`config.mk`:
```
export PLATFORM = sky130hd
export DESIGN_NAME = photon_pulse_gate_counter
export DESIGN_NICKNAME = d
export VERILOG_FILES = /design/src/rtl/photon_pulse_gate_counter.sv
export SDC_FILE = /design/constraint.sdc
export NUM_CORES = 1
export LEC_CHECK = 0
export ABC_CLOCK_PERIOD_IN_PS = 4100
export BUFFER_PORTS_ARGS = -buffer_cell sky130_fd_sc_hd__buf_2
export CAP_MARGIN = 25
export CORE_MARGIN = 2
export CORE_UTILIZATION = 60
export CTS_CLUSTER_DIAMETER = 120
export DETAILED_ROUTE_END_ITERATION = 12
export PLACE_DENSITY = 0.91
export RECOVER_POWER = 25
export SLEW_MARGIN = 10
export SYNTH_ARGS = -nofsm -noshare
export SYNTH_HDL_FRONTEND = slang
export SYNTH_SLANG_ARGS = --single-unit
```
`constraint.sdc`:
```
create_clock -name clk -period 4.1 [get_ports clk]
set_clock_uncertainty 0.05 [all_clocks]
set_input_delay 0.41 -clock clk [delete_from_list [all_inputs] [get_ports clk]]
set_output_delay 0.41 -clock clk [all_outputs]
set_load 0.05 [all_outputs]
```
`src/rtl/photon_pulse_gate_counter.sv`:
```
// Gated rising-edge counter for an asynchronous photon-detector pulse with a saturating total.
// Define PULSE_GLITCH_FILTER_EN to accept an edge only after two consecutive synchronised highs.
module photon_pulse_gate_counter #(
   parameter int unsigned GATE_CYCLES = 50_000_000,
   parameter int unsigned SYNC_STAGES = 2
) (
   input  logic        clk,
   input  logic        rst_n,
   input  logic        en,
   input  logic [1:0]  iMode,
   input  logic        iPulse,
   input  logic        iClr_Accum,
   output logic [31:0] oPulse_Counter,
   output logic        oData_Update,
   output logic [31:0] oPulseCounter_Accumulated,
   output logic        oOverflow
);
   typedef enum logic [1:0] {IDLE, ARM, COUNT, LATCH} state_t;

   localparam logic [31:0] SAT_MAX = 32'hFFFF_FFFF;

   // Returns {saturated, result}; the result never wraps.
   function automatic logic [32:0] sat_add(input logic [31:0] a, input logic [31:0] b);
      logic [32:0] sum;
      sum = {1'b0, a} + {1'b0, b};
      return sum[32] ? {1'b1, SAT_MAX} : sum;
   endfunction

   function automatic logic [31:0] gate_len(input logic [1:0] mode);
      return 32'(GATE_CYCLES) << mode;
   endfunction

   state_t                 state_q, state_d;
   logic [SYNC_STAGES-1:0] sync_q, sync_d;
   logic                   prev_q, prev_d;
   logic [31:0]            timer_q, timer_d;
   logic [31:0]            gate_q, gate_d;
   logic [31:0]            count_q, count_d;
   logic [31:0]            cnt_out_q, cnt_out_d;
   logic                   upd_q, upd_d;
   logic [31:0]            accum_q, accum_d;
   logic                   ovf_q, ovf_d;
   logic                   level;
   logic                   pulse_edge;
   logic [32:0]            inc_sum;
   logic [32:0]            acc_sum;

   assign sync_d = {sync_q[SYNC_STAGES-2:0], iPulse};

`ifdef PULSE_GLITCH_FILTER_EN
   logic hold_q, hold_d;

   assign hold_d = sync_q[SYNC_STAGES-1];
   assign level  = sync_q[SYNC_STAGES-1] & hold_q;

   always_ff @(posedge clk) begin
      if (!rst_n) hold_q <= 1'b0;
      else        hold_q <= hold_d;
   end
`else
   assign level = sync_q[SYNC_STAGES-1];
`endif

   assign pulse_edge = level & ~prev_q;

   always_comb begin
      state_d   = state_q;
      prev_d    = level;
      timer_d   = timer_q;
      gate_d    = gate_q;
      count_d   = count_q;
      cnt_out_d = cnt_out_q;
      upd_d     = 1'b0;
      accum_d   = accum_q;
      ovf_d     = ovf_q;
      inc_sum   = sat_add(count_q, 32'd1);
      // A clear coinciding with LATCH empties the total before the window is added.
      acc_sum   = sat_add(iClr_Accum ? 32'd0 : accum_q, count_q);

      if (iClr_Accum) begin
         accum_d = '0;
         ovf_d   = 1'b0;
      end

      case (state_q)
         IDLE: begin
            prev_d  = 1'b0;
            timer_d = '0;
            count_d = '0;
            if (en) state_d = ARM;
         end
         ARM: begin
            gate_d  = gate_len(iMode);
            timer_d = '0;
            count_d = '0;
            state_d = COUNT;
         end
         COUNT: begin
            timer_d = timer_q + 32'd1;
            if (pulse_edge) begin
               count_d = inc_sum[31:0];
               if (inc_sum[32]) ovf_d = 1'b1;
            end
            if (timer_q == gate_q - 32'd1) state_d = LATCH;
         end
         LATCH: begin
            cnt_out_d = count_q;
            upd_d     = 1'b1;
            accum_d   = acc_sum[31:0];
            if (acc_sum[32]) ovf_d = 1'b1;
            count_d   = {31'd0, pulse_edge};
            timer_d   = '0;
            gate_d    = gate_len(iMode);
            state_d   = COUNT;
         end
         default: state_d = IDLE;
      endcase

      // Dropping en abandons the partial window; published values stay put.
      if (!en) begin
         state_d = IDLE;
         prev_d  = 1'b0;
         timer_d = '0;
         count_d = '0;
      end
   end

   always_ff @(posedge clk) begin
      if (!rst_n) begin
         state_q   <= IDLE;
         sync_q    <= '0;
         prev_q    <= 1'b0;
         timer_q   <= '0;
         gate_q    <= '0;
         count_q   <= '0;
         cnt_out_q <= '0;
         upd_q     <= 1'b0;
         accum_q   <= '0;
         ovf_q     <= 1'b0;
      end else begin
         state_q   <= state_d;
         sync_q    <= sync_d;
         prev_q    <= prev_d;
         timer_q   <= timer_d;
         gate_q    <= gate_d;
         count_q   <= count_d;
         cnt_out_q <= cnt_out_d;
         upd_q     <= upd_d;
         accum_q   <= accum_d;
         ovf_q     <= ovf_d;
      end
   end

   assign oPulse_Counter            = cnt_out_q;
   assign oData_Update              = upd_q;
   assign oPulseCounter_Accumulated = accum_q;
   assign oOverflow                 = ovf_q;
endmodule

```
==> out/qor.csv <==
metric,value,unit
detail_route.drc_violations,0,
arrival,3740,ps
io_buffers,72,
worst_hold_path_type,primary input to flop,
mapped_cells,1027,
synth_area_per_cell,8.02,um2
fmax,284,MHz
fin_crit_sh,0.858,
timing.final.crit_period,3520,ps
drive_above_1_share,0.0807,
cp_max_fo,20,
dpl_cell_area,8690,um2
postCtsSetupBuffers,0,
hold_viol,0,
synth_top_area_cell,sky130_fd_sc_hd__dfxtp_1,
ctsRootBufferMaster,sky130_fd_sc_hd__clkbuf_16,
detailedPlacementHpwl,14300,um
clk_latency,430,ps
global_route_wire_length_before_repair,34100,um
synth_seq_cells,147,
drv.max_cap_violation_count,0,
cts_resized,0,
grt.total_usage,0.291,
clock_sinks,147,
critPathLaunchType,flop,
dominantRegCellSynth,sky130_fd_sc_hd__dfxtp_1,
synth-async-reset-ratio,0,
tritoncts,done,
antenna-diode-count,0,
slew_worst_pin,999,ps
synthesized_area,8230,um2
irDropWorstVdd,0.281,mV
run_status,"finished, final reports clean",
route.vias.total,7754,
die_height,121,um
yosys.area.top_type_share,0.358,
power.density,350,nW/um2
dieWidth,121,um
timing.critical_path.required,4320,ps
max-clock-path-buffers,2,
synth_seq_area_share,0.358,
total_power,3.24,mW
fp-row-count,42,
grt_overflow,0,
drt_iter0_drc,640,
finalWirelength,21200,um
route.detailed.vias_per_inst,6.12,
firstDrtPassIters,6,
routedWlPerCell,16.8,um
core,13300,um2
htree_num_levels,4,
ys_types,56,
fin_area,9250,um2
rsz0062_at_grt,no,
place_congestion,0.931,
ys_top_cells_by_area,"sky130_fd_sc_hd__dfxtp_1 36%, sky130_fd_sc_hd__nand2_1 6.0%, sky130_fd_sc_hd__xnor2_1 5.7%",
synth_edf_count,0,
mappedNetlistNets,1070,
synth_warnings,0,
grt_start_max_net_pins,84,
critPathTopFamily,compound AO/OA/AOI/OAI gates,
area_growth,12.4,%
finish.net_count,1122,
floorplan.initialDensity,0.619,
startpoint_to_endpoint_class_of_the_critical_path,flop to flop,
cp_capture_type,flop,
grt_antenna_before_repair,0,
cts_hold_buf,0,
number_of_cts_inserted_buffers,17,
report.final.slew_viol_count,0,
power.static_leakage,3.51,nW
design.die.area,14700,um2
critical_path.slowest_cell,sky130_fd_sc_hd__fa_1,
ioPinCount,73,
critical-path-max-stage-delay,470,ps
ant_nets,0,
worstPathCellList,ha_1 > fa_1 > a211oi_1 > o211ai_1 > nand4b_4 > o211ai_2 > a311oi_1 > o31a_1 > buf_4 > a31oi_1,
final-setup-viol-count,0,
n_fill_cell,1042,
clkSlewWorstSetupHoldPaths,60,ps
cp_num_buf_inv,1,
first_global_vias,7069,
slew_headroom,0.333,
tns,0,ps
cells by family (layout without fill, tap and decap cells):
| kind of cell | Yosys count | in the layout | share of synthesized area |
|---|---|---|---|
| simple gates | 389 | 389 | 0.229 |
| compound gates | 281 | 281 | 0.214 |
| mux | 1 | 1 | 0.00137 |
| fa+ha+maj | 36 | 36 | 0.0556 |
| buf+inv | 72 | 136 | 0.0350 |
| flops | 147 | 147 | 0.358 |
| xor+xnor | 101 | 101 | 0.107 |
worst reg2reg max path, cell delays in order (launching register included):
cell and delay [ps]:
sky130_fd_sc_hd__dfxtp_1 400, sky130_fd_sc_hd__ha_1 290, sky130_fd_sc_hd__fa_1 470, sky130_fd_sc_hd__a211oi_1 420
sky130_fd_sc_hd__o211ai_1 340, sky130_fd_sc_hd__nand4b_4 200, sky130_fd_sc_hd__o211ai_2 120, sky130_fd_sc_hd__a311oi_1 430
sky130_fd_sc_hd__o31a_1 220, sky130_fd_sc_hd__buf_4 270, sky130_fd_sc_hd__a31oi_1 140
final timing paths:
path              slack, ps  cells past startpoint                     from                                      end
hold reg to reg         400                      1     sync_q[0]$_SDFF_PN0_                     sync_q[1]$_SDFF_PN0_
setup reg to reg        580                     10  count_q[0]$_SDFFE_PN0P_  oPulseCounter_Accumulated[8]$_SDFF_PN0_
hold / removal          170                      2                   iPulse                     sync_q[0]$_SDFF_PN0_
setup / recovery        580                     10  count_q[0]$_SDFFE_PN0P_  oPulseCounter_Accumulated[8]$_SDFF_PN0_
where the power goes:
part / total, mW / switching, mW / internal, mW
registers: 1.46 / 0.0174 / 1.44
clock network: 1.62 / 0.595 / 1.03
logic: 0.157 / 0.100 / 0.0570
cells in the mapped netlist (3+ instances only):
cell,instances
sky130_fd_sc_hd__nand2_1,132
sky130_fd_sc_hd__a41oi_1,3
sky130_fd_sc_hd__and3_1,15
sky130_fd_sc_hd__xor2_1,47
sky130_fd_sc_hd__nand3_1,46
sky130_fd_sc_hd__a31oi_1,28
sky130_fd_sc_hd__dfxtp_1,147
sky130_fd_sc_hd__o21ai_0,76
sky130_fd_sc_hd__a21oi_1,65
sky130_fd_sc_hd__inv_1,21
sky130_fd_sc_hd__nand4_1,20
sky130_fd_sc_hd__and4_1,5
sky130_fd_sc_hd__a211o_1,3
sky130_fd_sc_hd__xnor2_1,54
sky130_fd_sc_hd__a211oi_1,8
sky130_fd_sc_hd__nor3_1,16
sky130_fd_sc_hd__or2_2,3
sky130_fd_sc_hd__or3_1,10
sky130_fd_sc_hd__buf_2,6
sky130_fd_sc_hd__a21oi_2,10
sky130_fd_sc_hd__o211ai_1,7
sky130_fd_sc_hd__and2_1,11
sky130_fd_sc_hd__ha_1,35
sky130_fd_sc_hd__or4_1,3
sky130_fd_sc_hd__nor2_1,74
sky130_fd_sc_hd__o31ai_1,6
sky130_fd_sc_hd__a21o_1,11
sky130_fd_sc_hd__a21boi_0,36
sky130_fd_sc_hd__clkbuf_1,42
sky130_fd_sc_hd__nand2b_1,7
sky130_fd_sc_hd__o21a_1,4
sky130_fd_sc_hd__nor2b_1,40
layout make-up:
class,count,area [um2],area share
Sequential cell,147,2940,0.318
Clock buffer,22,454,0.0491
Clock inverter,9,155,0.0168
Timing Repair Buffer,84,399,0.0431
Multi-Input combinational cell,808,5000,0.541
Inverter,21,78.8,0.00852
Tap cell,176,220,0.0238
metrics by stage:
stage               utilization  hold slack, ps  std cells  setup WS (ps)
finish                    0.696             167       1267            581
global route              0.696             166       1267            411
CTS                       0.700             164       1267            665
detailed placement        0.654             393       1236            650
global placement          0.654             367       1236            823
floorplan                     -             362       1027            918
flip-flops by register name, indices dropped and copies added (netlist names):
name                       cells
state_q                        2
sync_q                         2
oPulseCounter_Accumulated     32
oOverflow                      1
prev_q                         1
timer_q                       32
gate_q                        12
oData_Update                   1
oPulse_Counter                32
count_q                       32
routing by layer:
layer | routed length (um) | share of wire | vias up | track usage
li1 | - | - | 3732 | -
met1 | 9190 | 0.43 | 3573 | 0.382
met2 | 9530 | 0.45 | 380 | 0.457
met3 | 1710 | 0.081 | 69 | 0.0630
met4 | 801 | 0.038 | 0 | 0.139
met5 | 0 | 0 | - | 0
cell usage in the layout (no fill, tap or decap), types with 4 or more instances in the layout:
| master | n |
|---|---|
| sky130_fd_sc_hd__xor2_1 | 47 |
| sky130_fd_sc_hd__nor2b_1 | 40 |
| sky130_fd_sc_hd__a21boi_0 | 36 |
| sky130_fd_sc_hd__bufinv_16 | 4 |
| sky130_fd_sc_hd__buf_4 | 12 |
| sky130_fd_sc_hd__a21oi_1 | 65 |
| sky130_fd_sc_hd__o21ai_0 | 76 |
| sky130_fd_sc_hd__a211oi_1 | 8 |
| sky130_fd_sc_hd__xnor2_1 | 54 |
| sky130_fd_sc_hd__nor2_1 | 74 |
| sky130_fd_sc_hd__o211ai_1 | 7 |
| sky130_fd_sc_hd__and4_1 | 5 |
| sky130_fd_sc_hd__o21a_1 | 4 |
| sky130_fd_sc_hd__clkbuf_1 | 45 |
| sky130_fd_sc_hd__and2_1 | 9 |
| sky130_fd_sc_hd__nand3_1 | 46 |
| sky130_fd_sc_hd__nand2_1 | 132 |
| sky130_fd_sc_hd__nand2b_1 | 7 |
| sky130_fd_sc_hd__or3_1 | 10 |
| sky130_fd_sc_hd__dfxtp_1 | 147 |
| sky130_fd_sc_hd__inv_1 | 21 |
| sky130_fd_sc_hd__a21o_1 | 11 |
| sky130_fd_sc_hd__and3_1 | 15 |
| sky130_fd_sc_hd__o31ai_1 | 6 |
| sky130_fd_sc_hd__ha_1 | 35 |
| sky130_fd_sc_hd__nor3_1 | 16 |
| sky130_fd_sc_hd__a21oi_2 | 10 |
| sky130_fd_sc_hd__clkbuf_16 | 17 |
| sky130_fd_sc_hd__buf_2 | 31 |
| sky130_fd_sc_hd__nand4_1 | 20 |
| sky130_fd_sc_hd__a31oi_1 | 28 |
No activity file was read; power rests on OpenSTA's default activity.
